`config.mk`:
```
export PLATFORM = sky130hd
export DESIGN_NAME = ahb_apb_bridge_arbiter
export DESIGN_NICKNAME = d
export VERILOG_FILES = /design/src/rtl/ahb_arb_pkg.sv /design/src/rtl/ahb_arb_beat_counter.sv /design/src/rtl/ahb_apb_bridge_arbiter.sv
export SDC_FILE = /design/constraint.sdc
export NUM_CORES = 1
export LEC_CHECK = 0
export BUFFER_PORTS_ARGS = -buffer_cell sky130_fd_sc_hd__buf_2
export CAP_MARGIN = 25
export CORE_UTILIZATION = 30
export CTS_BUF_LIST = sky130_fd_sc_hd__clkbuf_8 sky130_fd_sc_hd__clkbuf_16
export DETAILED_ROUTE_END_ITERATION = 16
export GPL_TIMING_DRIVEN = 0
export HOLD_SLACK_MARGIN = 0.12
export PLACE_DENSITY = 0.55
export SYNTH_ARGS = -nofsm -noshare
export SYNTH_HDL_FRONTEND = slang
export SYNTH_HIERARCHICAL = 1
export SYNTH_SLANG_ARGS = --single-unit
```
`constraint.sdc`:
```
create_clock -name HCLK -period 1.7 [get_ports HCLK]
set_input_delay 0.34 -clock HCLK [delete_from_list [all_inputs] [get_ports HCLK]]
set_output_delay 0.34 -clock HCLK [all_outputs]
set_load 0.005 [all_outputs]
```
`src/rtl/ahb_arb_pkg.sv`:
```
// Shared types and helpers for the AHB bridge arbiter.
// Holds HTRANS/HBURST encodings and the fixed-burst beat count lookup.
package ahb_arb_pkg;

    localparam int CNT_W = 4;

    typedef enum logic [1:0] {
        IDLE   = 2'd0,
        BUSY   = 2'd1,
        NONSEQ = 2'd2,
        SEQ    = 2'd3
    } htrans_e;

    typedef enum logic [2:0] {
        SINGLE = 3'd0,
        INCR   = 3'd1,
        WRAP4  = 3'd2,
        INCR4  = 3'd3,
        WRAP8  = 3'd4,
        INCR8  = 3'd5,
        WRAP16 = 3'd6,
        INCR16 = 3'd7
    } hburst_e;

    // Beats still to come after the NONSEQ of a fixed-length burst.
    function automatic logic [CNT_W-1:0] burst_beats(hburst_e b);
        logic [CNT_W-1:0] n;
        n = '0;
        case (b)
            WRAP4,  INCR4:  n = CNT_W'(3);
            WRAP8,  INCR8:  n = CNT_W'(7);
            WRAP16, INCR16: n = CNT_W'(15);
            default:        n = '0;
        endcase
        return n;
    endfunction

endpackage

```
`src/rtl/ahb_arb_beat_counter.sv`:
```
// Remaining-beat tracker for fixed-length AHB bursts.
// Flags the last beat so the arbiter never splits a burst.
module ahb_arb_beat_counter
    import ahb_arb_pkg::*;
(
    input  logic       HCLK,
    input  logic       HRESETn,
    input  logic [1:0] HTRANS,
    input  logic [2:0] HBURST,
    input  logic       HREADY,
    output logic       last_beat,
    output logic       in_burst
);

    logic [CNT_W-1:0] cnt;
    logic [CNT_W-1:0] cnt_nxt;

    // Load on NONSEQ, count down on SEQ, hold on BUSY, clear on IDLE.
    always_comb begin
        cnt_nxt = cnt;
        if (HREADY) begin
            case (htrans_e'(HTRANS))
                IDLE:    cnt_nxt = '0;
                NONSEQ:  cnt_nxt = burst_beats(hburst_e'(HBURST));
                SEQ: begin
                    if (cnt != '0) begin
                        cnt_nxt = cnt - CNT_W'(1);
                    end
                end
                default: cnt_nxt = cnt;
            endcase
        end
    end

    // Counter register.
    always_ff @(posedge HCLK or negedge HRESETn) begin
        if (!HRESETn) begin
            cnt <= '0;
        end else begin
            cnt <= cnt_nxt;
        end
    end

    assign last_beat = (cnt == CNT_W'(1));
    assign in_burst  = (cnt != '0);

endmodule

```
`src/rtl/ahb_apb_bridge_arbiter.sv`:
```
// AHB2 request/grant arbiter in front of the AHB-to-APB bridge slave port.
// Define ARB_ROUND_ROBIN_EN for round robin; default is fixed priority.
module ahb_apb_bridge_arbiter
    import ahb_arb_pkg::*;
#(
    parameter int NUM_MASTERS = 4,
    parameter int MASTER_W    = $clog2(NUM_MASTERS)
) (
    input  logic                   HCLK,
    input  logic                   HRESETn,
    input  logic [NUM_MASTERS-1:0] HBUSREQ,
    input  logic [NUM_MASTERS-1:0] HLOCK,
    input  logic [1:0]             HTRANS,
    input  logic [2:0]             HBURST,
    input  logic                   HREADY,
    output logic [NUM_MASTERS-1:0] HGRANT,
    output logic [MASTER_W-1:0]    HMASTER,
    output logic [MASTER_W-1:0]    HMASTER_D,
    output logic                   HMASTLOCK
);

    logic [NUM_MASTERS-1:0] hgrant_q;
    logic [MASTER_W-1:0]    hmaster_q;
    logic [MASTER_W-1:0]    hmaster_d_q;
    logic                   hmastlock_q;
    logic [MASTER_W-1:0]    grant_idx;
    logic [MASTER_W-1:0]    sel;
    logic                   last_beat;
    logic                   in_burst;
    logic                   is_idle;
    logic                   is_nonseq;
    logic                   is_seq;
    logic                   is_single;
    logic                   ap;

    ahb_arb_beat_counter u_beat (
        .HCLK      (HCLK),
        .HRESETn   (HRESETn),
        .HTRANS    (HTRANS),
        .HBURST    (HBURST),
        .HREADY    (HREADY),
        .last_beat (last_beat),
        .in_burst  (in_burst)
    );

    assign is_idle   = (htrans_e'(HTRANS) == IDLE);
    assign is_nonseq = (htrans_e'(HTRANS) == NONSEQ);
    assign is_seq    = (htrans_e'(HTRANS) == SEQ);
    assign is_single = (hburst_e'(HBURST) == SINGLE);

    // Arbitration point: bus free to change hands on the next edge.
    // A SEQ outside a fixed burst is undefined-length INCR: never an AP.
    assign ap = HREADY && !HLOCK[hmaster_q] &&
                (is_idle ||
                 (is_nonseq && is_single) ||
                 (is_seq && in_burst && last_beat) ||
                 (!HBUSREQ[hmaster_q] && (is_idle || is_nonseq)));

    // Encode the one-hot grant into an index.
    always_comb begin
        grant_idx = '0;
        for (int i = 0; i < NUM_MASTERS; i++) begin
            if (hgrant_q[i]) begin
                grant_idx = MASTER_W'(i);
            end
        end
    end

`ifdef ARB_ROUND_ROBIN_EN
    logic [MASTER_W-1:0] rr_ptr;
    logic                found;

    // Round robin: search starts just after the last granted index.
    always_comb begin
        sel   = '0;
        found = 1'b0;
        for (int i = 1; i <= NUM_MASTERS; i++) begin
            if (!found && HBUSREQ[(int'(rr_ptr) + i) % NUM_MASTERS]) begin
                sel   = MASTER_W'((int'(rr_ptr) + i) % NUM_MASTERS);
                found = 1'b1;
            end
        end
    end

    // Remember the winner of every AP that grants a requester.
    always_ff @(posedge HCLK or negedge HRESETn) begin
        if (!HRESETn) begin
            rr_ptr <= '0;
        end else if (ap && (|HBUSREQ)) begin
            rr_ptr <= sel;
        end
    end
`else
    // Fixed priority: lowest requesting index wins.
    always_comb begin
        sel = '0;
        for (int i = NUM_MASTERS - 1; i >= 0; i--) begin
            if (HBUSREQ[i]) begin
                sel = MASTER_W'(i);
            end
        end
    end
`endif

    // Grant moves only at an AP; park on master 0 when nobody asks.
    always_ff @(posedge HCLK or negedge HRESETn) begin
        if (!HRESETn) begin
            hgrant_q <= NUM_MASTERS'(1);
        end else if (ap) begin
            if (|HBUSREQ) begin
                hgrant_q <= NUM_MASTERS'(1) << sel;
            end else begin
                hgrant_q <= NUM_MASTERS'(1);
            end
        end
    end

    // Address- and data-phase ownership advance with HREADY.
    always_ff @(posedge HCLK or negedge HRESETn) begin
        if (!HRESETn) begin
            hmaster_q   <= '0;
            hmaster_d_q <= '0;
            hmastlock_q <= 1'b0;
        end else if (HREADY) begin
            hmaster_q   <= grant_idx;
            hmaster_d_q <= hmaster_q;
            hmastlock_q <= HLOCK[grant_idx];
        end
    end

    assign HGRANT    = hgrant_q;
    assign HMASTER   = hmaster_q;
    assign HMASTER_D = hmaster_d_q;
    assign HMASTLOCK = hmastlock_q;

endmodule

```
## Word-level counts from Yosys, hierarchy flattened

Cells that the tools add are included.

| word-level totals | value |
|---|---|
| register bits | 13 |
| input bits | 16 |
| output and inout bits | 9 |
| word-level logic and storage cells | 57 |

| operators by class | value |
|---|---|
| add/sub/neg operators | 1 |
| $lt $le $gt $ge | 2 |
| equal/unequal tests | 10 |
| shift-type cells | 1 |
| mux-type cells | 17 |
| reductions and logical operators | 21 |

Operators by type and width:

| kind | number |
|---|---|
| $pmux W4 S3 | 2 |
| $eq A3 B3 Y1 const B | 4 |
| $mux W2 | 6 |
| $mux W4 | 2 |
| $bmux W1 S2 | 3 |
| $eq A3 B2 Y1 const B | 2 |
| $logic_and A1 B1 Y1 | 6 |
| $lt A2 B3 Y1 const B | 2 |
| $reduce_or A2 Y1 | 3 |
| $eq A2 B2 Y1 const B | 2 |
| $eq A4 B1 Y1 const B | 1 |
| $logic_or A1 B1 Y1 | 4 |
| $mux W1 | 4 |
| $reduce_bool A4 Y1 | 1 |
| $reduce_or A4 Y1 | 1 |
| $shl A1 B2 Y4 const A | 1 |
| $sub A4 B1 Y4 const B | 1 |
| $logic_not A3 Y1 | 1 |
| $reduce_and A3 Y1 | 1 |
| $reduce_bool A3 Y1 | 1 |
| $logic_not A1 Y1 | 2 |
| $logic_not A2 Y1 | 1 |
| $ne A2 B2 Y1 const B | 1 |

## Longest topological paths before layout

| logic depth | value |
|---|---|
| depth after elaboration | 6 |
| gate-level depth with buffers | 7 |
| depth with buffers taken out | 7 |

## Hierarchy

Netlist, hierarchy kept.

By module, submodules not included:

| module | instances | cells each | area an instance (µm²) |
|---|---|---|---|
| ahb_apb_bridge_arbiter | 1 | 43 | 483.0 |
| ahb_arb_beat_counter | 1 | 35 | 316.6 |

## Worst setup path after synthesis

Ideal clock, no wire load.

| timing path | value |
|---|---|
| kind | register -> register |
| start | reg hmaster_q[1], in the netlist HMASTER[1] |
| end | reg hgrant_q[1], in the netlist HGRANT[1] |
| arrival time | 1.487 ns |
| data required time | 1.575 ns |
| path slack | 0.088 ns |
| stages on the path, launching flop included | 5 |
| clock period less this slack | 1.612 ns |
| cell sequence | dfrtp_1 > mux4_2 > nand4b_1 > nand4b_2 > mux2_2 |

| between the ends | value |
|---|---|
| longest elaborated chain between the ends | 6 |
| elaborated cells between the ends (all ways) | 10 |
| those cells by class | mux: 4; reduce/logical: 6 |

Ends and longest elaborated chain:

| item | RTL line | source |
|---|---|---|
| start, declared | ahb_apb_bridge_arbiter.sv:23 | `logic [MASTER_W-1:0] hmaster_q;` |
| start signal, assigned | ahb_apb_bridge_arbiter.sv:125 | `hmaster_q <= grant_idx;` |
| $bmux W1 S2 | ahb_apb_bridge_arbiter.sv:57 | `(!HBUSREQ[hmaster_q] && (is_idle \|\| is_nonseq)));` |
| $mux W1 (not written as such) | ahb_apb_bridge_arbiter.sv:57 |  |
| $logic_not A1 Y1 | ahb_apb_bridge_arbiter.sv:57 |  |
| $logic_and A1 B1 Y1 | ahb_apb_bridge_arbiter.sv:57 |  |
| $logic_or A1 B1 Y1 | ahb_apb_bridge_arbiter.sv:56 | `(is_seq && in_burst && last_beat) \|\|` |
| $logic_and A1 B1 Y1 * | ahb_apb_bridge_arbiter.sv:53 | `assign ap = HREADY && !HLOCK[hmaster_q] &&` |
| end signal, assigned | ahb_apb_bridge_arbiter.sv:111 | `hgrant_q <= NUM_MASTERS'(1) << sel;` |
| end, declared | ahb_apb_bridge_arbiter.sv:22 | `logic [NUM_MASTERS-1:0] hgrant_q;` |

Mark *: on every way between the ends. The rest lies on a longest branch, timed or not. The select of a mux whose other input is x is not followed.
A chain may end at the register's enable or synchronous reset.

## Final worst setup path

| timing path | value |
|---|---|
| start | reg hmaster_q[1], in the netlist HMASTER[1] |
| end | reg hgrant_q[3], in the netlist HGRANT[3] |

Same word-level chain as after synthesis.

==> impl_table.tex <==
\begin{tabular}{lr}
\hline
Metric & Value \\
\hline
\multicolumn{2}{l}{\textbf{Cells and area}} \\
\quad Nets & 129 \\
\quad Utilization after layout & 0.415 \\
\quad Number of antenna repair diodes & 0 \\
\quad Layout cell share with drive strength beyond 1 & 0.376 \\
\quad Synthesis-to-layout area growth & 29.9\% \\
\multicolumn{2}{l}{\textbf{STA}} \\
\quad Layout Skew & 0.324 ps \\
\quad Final number of setup-violating endpoints & 0 \\
\quad Slew headroom & 0.736 \\
\quad Max Slew Vio Count & 0 \\
\quad Final critical-path share of the clock period & 0.963 \\
\quad Actual transition at the worst max-transition pin & 395 ps \\
\quad Max Fclk & 0.611 GHz \\
\quad Minimum clock period after layout & 1640 ps \\
\quad Setup repair after global routing missed its margin & no \\
\quad TNS Setup & 0 ps \\
\quad Final count of hold timing violations & 0 \\
\multicolumn{2}{l}{\textbf{Setup path}} \\
\quad Critical path type & reg -> reg \\
\quad Crit path launch type & flip-flop \\
\quad Cell with the biggest individual delay on the critical path & mux4\_2 \\
\quad CP endpoint kind & flip-flop \\
\quad Arr. time, crit path & 1760 ps \\
\quad Slack of the worst reg-to-reg path & 60 ps \\
\quad Launch point of the worst reg-to-reg path & HMASTER[1]\$\_DFFE\_PN0P\_ \\
\quad Slowest Stage Delay on Critical Path & 510 ps \\
\quad Critical path data required time & roughly 1800 ps \\
\quad Worst-case reg-to-reg path depth & 4 \\
\quad Worst-path fanout max & 4 \\
\quad Chain of cells forming the critical path & mux4\_2 -> nand4b\_1 -> nand4b\_4 -> mux2\_2 \\
\quad End of the worst register-to-register path & HGRANT[3]\$\_DFFE\_PN0P\_ \\
\multicolumn{2}{l}{\textbf{Logic synthesis}} \\
\quad Number of distinct library cell variants in the gate-level netlist after synthesis & 32 \\
\quad Share of the yosys chip area belonging to registers & 0.408 \\
\quad Register bit count reported by yosys & 13 \\
\quad Synth Area per Inst & between 10 and 15 µm² \\
\quad Total nets after synthesis & 97 \\
\quad Cell area after technology mapping & 800 µm² \\
\quad Async SR Flop Fraction & 1.00 \\
\quad Number of flops mapped to enable cells by yosys & 0 \\
\quad Syn. warnings & 6 \\
\quad Predominant post-synthesis flop cell & dfrtp\_1 \\
\quad Gate count after technology mapping & 78 \\
\multicolumn{2}{l}{\textbf{Placed design}} \\
\quad HPWL Detailed & 1.28 mm \\
\quad Buffers on Ports & 24 \\
\quad Weighted congestion reported at the end of routability-driven placement & 0.761 \\
\multicolumn{2}{l}{\textbf{Die}} \\
\quad Die Wd & 53.6 µm \\
\quad Chip height & approximately 54 µm \\
\quad Area enclosed by the die boundary & 2880 µm² \\
\quad Top-level I/O count & 25 \\
\quad Core region area & 2500 µm² \\
\quad Effective utilization at floorplan & 0.320 \\
\quad Row Count & 18 \\
\multicolumn{2}{l}{\textbf{Routing}} \\
\quad First-iteration detailed-routing DRC count & 7 \\
\quad Avg Vias per Cell & approximately 5.2 \\
\quad Post-route DRC violation count & 0 \\
\quad First-pass iteration count of the detailed router & 4 \\
\quad Remaining antenna violation count & 0 \\
\quad Total detailed-routing wirelength & 1.75 mm \\
\quad DR vias & 716 \\
\quad Wire length per cell & 12.6 µm \\
\multicolumn{2}{l}{\textbf{Global route}} \\
\quad Antenna violations before repair & 0 \\
\quad Met1 Resource Use GR & 0.177 \\
\quad Met3 layer usage reported by global route & 0.0339 \\
\quad Global-route wire length before repair & between 2 and 3 mm \\
\quad Number of global-route vias before repair & around 670 \\
\quad Met2 track demand over resource in global routing & 0.240 \\
\quad Remaining global-route overflow & 0 \\
\quad Top Usage Layer GRT & met2 \\
\quad Global-route usage over all layers & 0.143 \\
\quad Maximum number of pins on one net before global-route repair & 14 \\
\multicolumn{2}{l}{\textbf{Worst hold path}} \\
\quad Instance count along the most critical hold path & 3 \\
\quad Worst min-delay path category & in -> reg \\
\quad Hold Startpoint & HBUSREQ[2] \\
\quad Hold endpoint & HGRANT[2]\$\_DFFE\_PN0P\_ \\
\multicolumn{2}{l}{\textbf{Run}} \\
\quad Max-cap violations & 0 \\
\multicolumn{2}{l}{\textbf{CTS}} \\
\quad Deepest clock path buffer count & 2 \\
\quad Worst skew pair latency & 240 ps \\
\quad Clock transition at path regs & 50 ps \\
\quad TritonCTS sink count & 13 \\
\quad Clock buffer count from CTS & 3 \\
\quad CTS tree & yes \\
\quad Count of H-tree levels built during CTS & 1 \\
\quad Clock Tree Root & clkbuf\_8 \\
\multicolumn{2}{l}{\textbf{Pwr}} \\
\quad P per Cell Area & between 1000 and 1500 nW/µm² \\
\quad P\_leak & 0.000500 µW \\
\quad Total power consumption of the routed design & 1240 µW \\
\quad Peak supply drop & approximately 0.63 mV \\
\multicolumn{2}{l}{\textbf{Run status}} \\
\quad Status & finished clean \\
\hline
\end{tabular}
[metal layers]
| layer | wire (µm) | vias up |
|---|---|---|
| li1 | - | 352 |
| met1 | 838 | 343 |
| met2 | 819 | 21 |
| met3 | 87 | 0 |
| met4 | 0 | 0 |
| met5 | 0 | - |
[synth_stat cells (2+ instances only)]
cell type | n | share of area
ha_1 | 3 | 0.047
a21oi_1 | 5 | 0.031
mux4_2 | 2 | 0.056
nor2b_1 | 2 | 0.016
o31ai_1 | 2 | 0.019
inv_1 | 4 | 0.019
a22o_1 | 2 | 0.022
o21ai_0 | 3 | 0.019
mux2i_1 | 5 | 0.063
nor3_1 | 2 | 0.013
nand2_1 | 7 | 0.033
dfrtp_1 | 12 | 0.38
nor2_1 | 7 | 0.033
mux2_2 | 4 | 0.056
[worst max path at each step]
stage          cells past startpoint                       from                        end  slack, ps
2_1_floorplan                      4     HMASTER[1]$_DFFE_PN0P_      HGRANT[1]$_DFFE_PN0P_         90
3_3_place_gp                       4     HMASTER[1]$_DFFE_PN0P_      HGRANT[1]$_DFFE_PN0P_        -40
3_5_place_dp                       4     HMASTER[1]$_DFFE_PN0P_      HGRANT[3]$_DFFE_PN0P_        -40
4_1_cts                            4     HMASTER[1]$_DFFE_PN0P_      HGRANT[1]$_DFFE_PN0P_         30
5_1_grt                            6  u_beat/cnt[0]$_DFFE_PN0P_  u_beat/cnt[2]$_DFFE_PN0P_          1
6_report                           4     HMASTER[1]$_DFFE_PN0P_      HGRANT[3]$_DFFE_PN0P_         60
[power breakdown]
part	leakage [µW]	total (µW)	internal [µW]	switching [µW]
combinational	0.000316	455	260	196
sequential	0.000157	521	421	100
clock	0.0000269	268	159	108
total	0.000500	1240	840	404
[cell usage in the layout (no fill, tap or decap), types with 3 or more instances in the layout]
cell type,count
mux2i_1,5
nor2_1,7
o21ai_0,3
buf_2,25
dfrtp_1,10
nand2_1,7
a21oi_1,5
clkbuf_8,3
mux2_2,4
ha_1,3
inv_1,5
[worst max-delay path, delay by kind of cell, from the launching register on]
family        cells  cell delay (ps)
mux               2              810
flops             1              400
simple gates      2              320
[cell type report]
class                   count  area, µm²
plain buffers               1       5.00
flip-flops and latches     13        329
clock inverters             1       3.75
fillers                   252       1460
multi-input cells          59        458
well taps                  30       37.5
repair buffers             27        145
inverters                   5       18.8
clock buffers               3       41.3
[stage by stage]
step / instances / worst slack, ps / instance area, µm² / hold WS [ps]
after detailed placement: 132 / -37.1 / 957 / 254
after CTS: 137 / 27.3 / 1020 / 377
after floorplan: 78 / 88.5 / 800 / 44.4
final: 139 / 63.0 / 1040 / 381
after global routing: 139 / 1.06 / 1040 / 385
after global placement: 132 / -37.4 / 957 / 245
[cells by family (layout without fill, tap and decap cells)]
logic type / count (synthesis) / count (layout) / synth area share
AND/OR/NAND/NOR: 27 / 27 / 0.189
adder cells (fa/ha/maj): 3 / 3 / 0.0470
flip-flops: 13 / 13 / 0.408
AO/OA/AOI/OAI: 18 / 18 / 0.150
multiplexers: 11 / 11 / 0.175
buffers and inverters: 6 / 37 / 0.0297
[flip-flops by register name, summed over array words and instances, names as in the netlist]
name	flops
HGRANT	4
HMASTER	2
HMASTER_D	2
u_beat/cnt	4
HMASTLOCK	1
[what timing repair did]
action | in CTS | in global routing
hold buffers | 1 | 0
pin swaps | 0 | 2
hold endpoints to repair | 12 | 0
setup endpoints to repair | 2 | 3
buffers inserted | 0 | 2
resized for setup | 3 | 0
(Power assumes the default switching activity.)
